===== config.mk =====
export PLATFORM = sky130hd
export DESIGN_NAME = quantum_scheduler
export DESIGN_NICKNAME = d
export VERILOG_FILES = /design/src/rtl/quantum_scheduler.sv
export SDC_FILE = /design/constraint.sdc
export NUM_CORES = 1
export LEC_CHECK = 0
export ABC_AREA = 1
export CORE_MARGIN = 2
export CORE_UTILIZATION = 40
export DETAILED_ROUTE_END_ITERATION = 6
export PLACE_DENSITY = 0.67
export SLEW_MARGIN = 20
export SYNTH_ARGS = -nofsm -noshare
export SYNTH_HDL_FRONTEND = slang
export SYNTH_SLANG_ARGS = --single-unit

===== constraint.sdc =====
create_clock -name clk -period 4.55 [get_ports clk]
set_clock_uncertainty 0.2 [all_clocks]
set_input_delay 0.6825 -clock clk [delete_from_list [all_inputs] [get_ports clk]]
set_output_delay 0.6825 -clock clk [all_outputs]
set_load 0.005 [all_outputs]

===== src/rtl/quantum_scheduler.sv =====
// quantum_scheduler: round-robin preemption controller over PROC_N process slots with timed I/O blocking.
// Optional QUANTUM_SCHEDULER_STATS_EN adds saturating switch/preempt counters.
module quantum_scheduler #(
   parameter int PC_W        = 32,
   parameter int PROC_N      = 4,
   parameter int QUANTUM_DEF = 10,
   parameter int OS_PC_LIMIT = 300,
   parameter int IO_LAT      = 8,
   localparam int PID_W      = $clog2(PROC_N)
) (
   input  logic             clk,
   input  logic             reset,
   input  logic [PC_W-1:0]  pc,
   input  logic             instr_valid,
   input  logic             io_instr,
   input  logic             proc_end,
   input  logic             proc_start,
   input  logic [PID_W-1:0] start_pid,
   input  logic [PC_W-1:0]  start_pc,
   input  logic             quantum_load,
   input  logic [15:0]      quantum_val,
   input  logic             switch_ack,
   output logic             switch_req,
   output logic [1:0]       switch_cause,
   output logic [PID_W-1:0] next_pid,
   output logic [PC_W-1:0]  next_pc,
   output logic [PID_W-1:0] cur_pid,
   output logic             idle
`ifdef QUANTUM_SCHEDULER_STATS_EN
   ,output logic [31:0]     switch_cnt,
   output logic [31:0]      preempt_cnt
`endif
);
   localparam int BW = $clog2(IO_LAT + 1);
   localparam logic [1:0] S_EMPTY = 2'd0, S_READY = 2'd1, S_RUN = 2'd2, S_BLOCKED = 2'd3;
   localparam logic [1:0] F_IDLE = 2'd0, F_RUN = 2'd1, F_SWITCH = 2'd2;

   logic [1:0]       slot_state [PROC_N];
   logic [PC_W-1:0]  saved_pc   [PROC_N];
   logic [BW-1:0]    blk_cnt    [PROC_N];
   logic [1:0]       fsm;
   logic [15:0]      count, quantum;
   logic [PID_W-1:0] sel, idx;
   logic             found, active, ev_end, ev_io, ev_exp, ev;

   // Round-robin from cur_pid+1; cur_pid itself is checked last.
   always_comb begin
      sel   = '0;
      idx   = '0;
      found = 1'b0;
      for (int i = PROC_N; i >= 1; i--) begin
         idx = PID_W'((int'(cur_pid) + i) % PROC_N);
         if (slot_state[idx] == S_READY) begin
            sel   = idx;
            found = 1'b1;
         end
      end
   end

   assign active = fsm == F_RUN && instr_valid && pc > PC_W'(OS_PC_LIMIT);
   assign ev_end = active && proc_end;
   assign ev_io  = active && !proc_end && io_instr;
   assign ev_exp = active && !proc_end && !io_instr && ({1'b0, count} + 17'd1 >= {1'b0, quantum});
   assign ev     = ev_end || ev_io || ev_exp;

   always_ff @(posedge clk) begin
      if (reset) begin
         for (int i = 0; i < PROC_N; i++) begin
            slot_state[i] <= S_EMPTY;
            saved_pc[i]   <= '0;
            blk_cnt[i]    <= '0;
         end
         fsm          <= F_IDLE;
         count        <= '0;
         quantum      <= 16'(QUANTUM_DEF);
         switch_req   <= 1'b0;
         switch_cause <= 2'b00;
         next_pid     <= '0;
         next_pc      <= '0;
         cur_pid      <= '0;
         idle         <= 1'b0;
`ifdef QUANTUM_SCHEDULER_STATS_EN
         switch_cnt   <= '0;
         preempt_cnt  <= '0;
`endif
      end else begin
         for (int i = 0; i < PROC_N; i++) begin
            if (slot_state[i] == S_BLOCKED) begin
               if (blk_cnt[i] == '0) slot_state[i] <= S_READY;
               else blk_cnt[i] <= blk_cnt[i] - 1'b1;
            end
         end
         if (proc_start && slot_state[start_pid] != S_RUN) begin
            slot_state[start_pid] <= S_READY;
            saved_pc[start_pid]   <= start_pc;
         end
         if (quantum_load) quantum <= quantum_val == 16'd0 ? 16'd1 : quantum_val;
         // FSM writes come last so an ack wins over a same-cycle proc_start.
         case (fsm)
            F_IDLE: begin
               idle <= !found;
               if (found) begin
                  switch_req   <= 1'b1;
                  switch_cause <= 2'b00;
                  next_pid     <= sel;
                  next_pc      <= saved_pc[sel];
                  fsm          <= F_SWITCH;
               end
            end
            F_RUN: begin
               if (active) count <= ev ? 16'd0 : count + 16'd1;
               if (ev_end) slot_state[cur_pid] <= S_EMPTY;
               if (ev_io) begin
                  slot_state[cur_pid] <= S_BLOCKED;
                  blk_cnt[cur_pid]    <= BW'(IO_LAT - 1);
               end
               if (ev_io || (ev_exp && found)) saved_pc[cur_pid] <= pc + PC_W'(1);
               if (ev_exp && found) slot_state[cur_pid] <= S_READY;
               if (ev && found) begin
                  switch_req   <= 1'b1;
                  switch_cause <= ev_end ? 2'b11 : ev_io ? 2'b10 : 2'b01;
                  next_pid     <= sel;
                  next_pc      <= saved_pc[sel];
                  fsm          <= F_SWITCH;
               end else if (ev_end || ev_io) begin
                  idle <= 1'b1;
                  fsm  <= F_IDLE;
               end
            end
            F_SWITCH: begin
               if (switch_ack) begin
                  cur_pid              <= next_pid;
                  slot_state[next_pid] <= S_RUN;
                  count                <= '0;
                  switch_req           <= 1'b0;
                  switch_cause         <= 2'b00;
                  idle                 <= 1'b0;
                  fsm                  <= F_RUN;
`ifdef QUANTUM_SCHEDULER_STATS_EN
                  if (switch_cnt != '1) switch_cnt <= switch_cnt + 32'd1;
                  if (switch_cause == 2'b01 && preempt_cnt != '1) preempt_cnt <= preempt_cnt + 32'd1;
`endif
               end
            end
            default: fsm <= F_IDLE;
         endcase
      end
   end
endmodule

# Word level (Yosys, flattened, before mapping)
# Memory sizes are Yosys's and may differ from the RTL's.
# Cells that the tools add are included.
# Widths: inputs -> output; s select.
[word_totals] memories=3 word_cells=200 in_bits=90 output_inout_bits=40 mem_bits_rw=152 register_bits=74
[classes] n_reduce_logical=34 muxes=113 n_bitwise=10 n_eq_ne=18 order_cmp=2 n_addsub=11
[mem_list] name="saved_pc" words=4 width=32 read_ports=1 rd_clocked_by_memory_dff=0 wr=4 line="39" rtl="logic [PC_W-1:0] saved_pc [PROC_N];"
[mem_list] name="blk_cnt" words=4 width=4 read_ports=4 rd_clocked_by_memory_dff=0 wr=5 line="40" rtl="logic [BW-1:0] blk_cnt [PROC_N];"
[mem_list] name="slot_state" words=4 width=2 read_ports=9 rd_clocked_by_memory_dff=0 wr=6 line="38" rtl="logic [1:0] slot_state [PROC_N];"
[op_table] op="$mux 32" n=4
[op_table] op="$mux 1" n=69
[op_table] op="$mux 16" n=4
[op_table] op="$pmux 32 s2" n=1
[op_table] op="$reduce_or 32->1" n=2
[op_table] op="$mux 2" n=25
[op_table] op="$add 32x1->32 const B" n=1
[op_table] op="$gt 32x9->1 const B" n=1
[op_table] op="$pmux 16 s2" n=1
[op_table] op="$add 16x1->17 const B" n=1
[op_table] op="$ge 17x16->1" n=1
[op_table] op="$add 16x1->16 const B" n=1
[op_table] op="$logic_not 16->1" n=1
[op_table] op="$logic_not 4->1" n=4
[op_table] op="$mux 4" n=4
[op_table] op="$sub 4x1->4 const B" n=4
[op_table] op="$pmux 2 s3" n=2
[op_table] op="$eq 2x1->1 const B" n=5
[op_table] op="$eq 2x2->1 const B" n=5
[op_table] op="$logic_and 1x1->1" n=10
[op_table] op="$ne 2x2->1 const B" n=5
[op_table] op="$or 1x1->1" n=10
[op_table] op="$reduce_and 3->1" n=3
[op_table] op="$reduce_and 4->1" n=2
[op_table] op="13 further kinds" n=22

# Longest topological paths before layout
# An unclocked memory read counts as a cell.
[logic_depth] depth_word=15 ltp_mapped=24 mapped_depth_nobuf=23

# Worst setup path after synthesis
# OpenSTA, ideal clock, no wires.
[synth_path] kind="reg-to-reg" startpoint="reg count[0]" endpoint="mem saved_pc[2][0] (enable)" n_path_buf=1 setup_time_ps=561 path_stages_with_launch=23 t_arrival_ps=3558 path_slack_ps=231 t_required_ps=3789 synth_period_minus_slack_ps=4319 path_cell_list="dfxtp_1 -> ha_1 -> nand2_1 -> inv_2 -> nand2_2 -> nor3_1 -> nand3_1 -> nor2_1 -> xor2_1 -> ha_1 -> a21oi_1 -> o211ai_2 -> inv_2 -> nand2_1 -> nor2_1 -> nand3_2 -> nand2_2 -> nor2_2 -> nand2_2 -> nand2_4 -> nand2_2 -> buf_2 -> nand3_1"
[synth_lines] element="start, declared" line="42" rtl="logic [15:0] count, quantum;"
[synth_lines] element="start signal, assigned" line="111" rtl="if (active) count <= ev ? 16'd0 : count + 16'd1;"
[synth_lines] element="end, declared" line="39"

==> impl_metrics.env <==
export IMPL_grt_antenna_before_repair=0
export IMPL_fin_util_pct=47.7
export IMPL_slowest_delay_ns=0.41
export IMPL_synthArstFlopShare_pct=0
export IMPL_syn_instance_count=1876
export IMPL_routed_top_layer="met4"
export IMPL_finalMaxSlewViolations=0
export IMPL_die_width_um=191
export IMPL_syn_area_um2=14000
export IMPL_ys_seq_area_share_pct=42.2
export IMPL_chipHeight_um=191
export IMPL_track_usage_pct=22.6
export IMPL_critical_path_arrival_ns=4.32
export IMPL_finalSetupViolCount=0
export IMPL_finalNetCount=2082
export IMPL_grt_ovfl_total=0
export IMPL_worst_slew_pin_slew_ns=1.21
export IMPL_clock_path_buffers=3
export IMPL_cts_made_buffers=26
export IMPL_dpl_hpwl_mm=27.2
export IMPL_dieArea_um2=36600
export IMPL_crit_required_ns=4.65
export IMPL_drive_above_1_share_pct=7.32
export IMPL_cts_hold_buf=0
export IMPL_avgViaCountPerCell=5.34
export IMPL_grt_pass1_vias=12200
export IMPL_start_kind="flip-flop"
export IMPL_failed_checks="DRC"
export IMPL_place_gp_congestion=0.903
export IMPL_period_share_pct=92.8
export IMPL_synth_avg_cell_area_um2=7.48
export IMPL_core_rowCount=68
export IMPL_ant_nets=0
export IMPL_clockRootBuffer="clkbuf_16"
export IMPL_ios=130
export IMPL_p_per_area_nw_per_um2=425
export IMPL_clock_latency_ns=0.54
export IMPL_ir_drop_uv=288
export IMPL_worstSetupPathType="flip-flop to flip-flop"
export IMPL_grt_pass1_wl_mm=65.6
export IMPL_io_buffer_count=129
export IMPL_seqCellArea_um2=5930
export IMPL_path_clk_slew_ns=0.06
export IMPL_hold_violations=0
export IMPL_path_max_fanout=21
export IMPL_hold_class="flip-flop to flip-flop"
export IMPL_max_freq_mhz=237
export IMPL_status="finished with violations"
export IMPL_wl_met3_mm=4.31
export IMPL_maxCapViolCount=0
export IMPL_core_um2=34500
export IMPL_post_cts_setup_buffers=0
export IMPL_setup_worst_path_end_class="flip-flop"
export IMPL_vias=13000
export IMPL_syn_num_nets=1998
export IMPL_yosys_warnings=0
export IMPL_wl_per_cell_um=17.2
export IMPL_ys_ff_latch=228
export IMPL_diodes=0
export IMPL_finalCriticalPeriod_ns=4.22
export IMPL_synth_cell_types=49
export IMPL_grt_max_degree=89
export IMPL_syn_to_final_growth_pct=17.5
export IMPL_crit_path_cell_trace="ha_1 > nand2_1 > inv_2 > nand2_2 > nor3_1 > nand3_1 > xor2_1 > inv_1 > ha_1 > nand2_1 > nor3_1 > nand4_1 > nor2_1 > nor2_1 > nand3_2 > nand2_2 > nor2_2 > nand2_2 > nand2_4 > nand2_2 > buf_4 > nand3_1 > nand2_1"
export IMPL_synthFlopType="edfxtp_1"
export IMPL_hold_worst_slack_ns=0.258
export IMPL_drt_initial_drc_count=1158
export IMPL_multi_input_area_um2=6600
export IMPL_remaining_drc_errors=1
export IMPL_slowest_stage="dfxtp_1"
export IMPL_htreeDepth=1
export IMPL_rsz0062_at_grt="yes"
export IMPL_totalWireLength_mm=41.8
export IMPL_p_leak_nw=7.43
export IMPL_wl_met2_mm=18.8
export IMPL_start_util_pct=40.6
export IMPL_met1Wirelength_mm=17.6
export IMPL_synth_edf_count=136
export IMPL_dr_pass1_iters=7
export IMPL_tritoncts="done"
export IMPL_fillers=3381
export IMPL_maxSlewHeadroom_pct=19.1
export IMPL_clock_sinks=228
export IMPL_cp_common_cell="nand2_2"
==> kinds of logic (layout without fill, tap and decap cells) <==
logic type	Yosys count	after routing	synth area share (%)
XOR/XNOR	45	45	2.86
AO/OA/AOI/OAI	143	143	5.87
AND/OR/NAND/NOR	1072	1072	35.3
flip-flops	228	228	42.2
buffers and inverters	356	460	10.9
adder cells (fa/ha/maj)	32	32	2.85
==> synthesized netlist by cell type (9+ instances only) <==
library cell    n  share of area (%)
a21oi_1        83                3.0
buf_1          15               0.40
buf_2          32                1.1
buf_6          17                1.4
clkbuf_1       32               0.86
dfxtp_1        92                 13
edfxtp_1      136                 29
ha_1           32                2.9
inv_1         236                6.3
inv_2          17               0.45
nand2_1       474                 13
nand2_2        15               0.67
nand3_1       349                 12
nand3b_1       32                1.7
nand4_1        29                1.3
nor2_1        114                3.0
nor3_1          9               0.32
o21ai_0        19               0.68
xor2_1         39                2.4
==> critical path: cells and delay by family (launching register included) <==
kind	cells	cell delay, ns
adder cells (fa/ha/maj)	2	0.50
buffers and inverters	3	0.45
XOR/XNOR	1	0.17
AND/OR/NAND/NOR	17	2.20
flip-flops	1	0.41
==> where the power goes <==
group	switching (W)	internal, W	leakage (nW)
registers	0.000136	0.00245	2.17
clock network	0.000870	0.00124	0.408
logic	0.00145	0.000856	4.85
total	0.00245	0.00455	7.43
==> routing by layer <==
metal	global-route usage (%)	up-vias
met4	7.28	0
met1	31.1	5973
li1	-	6332
met3	3.41	92
met5	0	-
met2	36.4	616
==> repair_timing <==
| item | in CTS | in global routing |
|---|---|---|
| gates resized for setup | 0 | 2 |
| setup endpoints to repair | 0 | 71 |
| endpoints found under the hold margin | 0 | 0 |
==> sequential cells by signal, summed over array words and instances (netlist names), named ones only <==
signal / flops
blk_cnt: 16
count: 16
cur_pid: 2
fsm: 2
idle: 1
next_pc: 32
next_pid: 2
quantum: 16
saved_pc: 128
slot_state: 8
switch_cause: 2
switch_req: 1
==> worst paths after layout <==
path / from / slack [ns] / depth (start not counted) / end
setup reg to reg: count[0]$_SDFFE_PP0P_ / 0.33 / 23 / saved_pc[0][31]$_DFFE_PP_
hold reg to reg: next_pc[0]$_SDFFE_PP0P_ / 0.26 / 2 / next_pc[0]$_SDFFE_PP0P_
setup / recovery: count[0]$_SDFFE_PP0P_ / 0.33 / 23 / saved_pc[0][31]$_DFFE_PP_
hold / removal: next_pc[0]$_SDFFE_PP0P_ / 0.26 / 2 / next_pc[0]$_SDFFE_PP0P_
==> final cells by class <==
class | count | area share (%)
Inverter | 254 | 5.78
Tap cell | 455 | 3.45
Sequential cell | 228 | 35.9
Timing Repair Buffer | 158 | 9.66
Clock inverter | 16 | 1.04
Multi-Input combinational cell | 1292 | 40.0
Clock buffer | 32 | 4.14
==> through the flow <==
| step | power [W] | cells | TNS, ns | instance area (um2) | worst slack (ns) |
|---|---|---|---|---|---|
| after global routing | 0.00736 | 2435 | -0.000597 | 16500 | -0.000597 |
| after global placement | 0.00487 | 2386 | 0 | 15600 | 0.543 |
| final | 0.00700 | 2435 | 0 | 16500 | 0.329 |
| after CTS | 0.00700 | 2434 | 0 | 16500 | 0.350 |
| after detailed placement | 0.00490 | 2386 | 0 | 15600 | 0.396 |
| after floorplan | 0.00398 | 1876 | 0 | 14000 | 0.231 |
==> cell usage in the layout, fill, tap and decap left out, drive strengths merged, types with 3 or more instances in the layout <==
master         count
nor2             128
nor3b              6
nand3            354
dfxtp             92
a2111oi            4
buf               30
o221ai             4
o31ai              3
xor2              39
clkbuf            32
nand4             32
a31oi              6
nand3b            32
xnor2              6
clkinvlp           4
o211ai             7
nor4               9
clkdlybuf4s50    128
a21oi             86
o21ai             28
edfxtp           136
bufinv             3
nor3              13
nand2            494
clkinv             9
ha                32
inv              254
(Power assumes the default switching activity.)
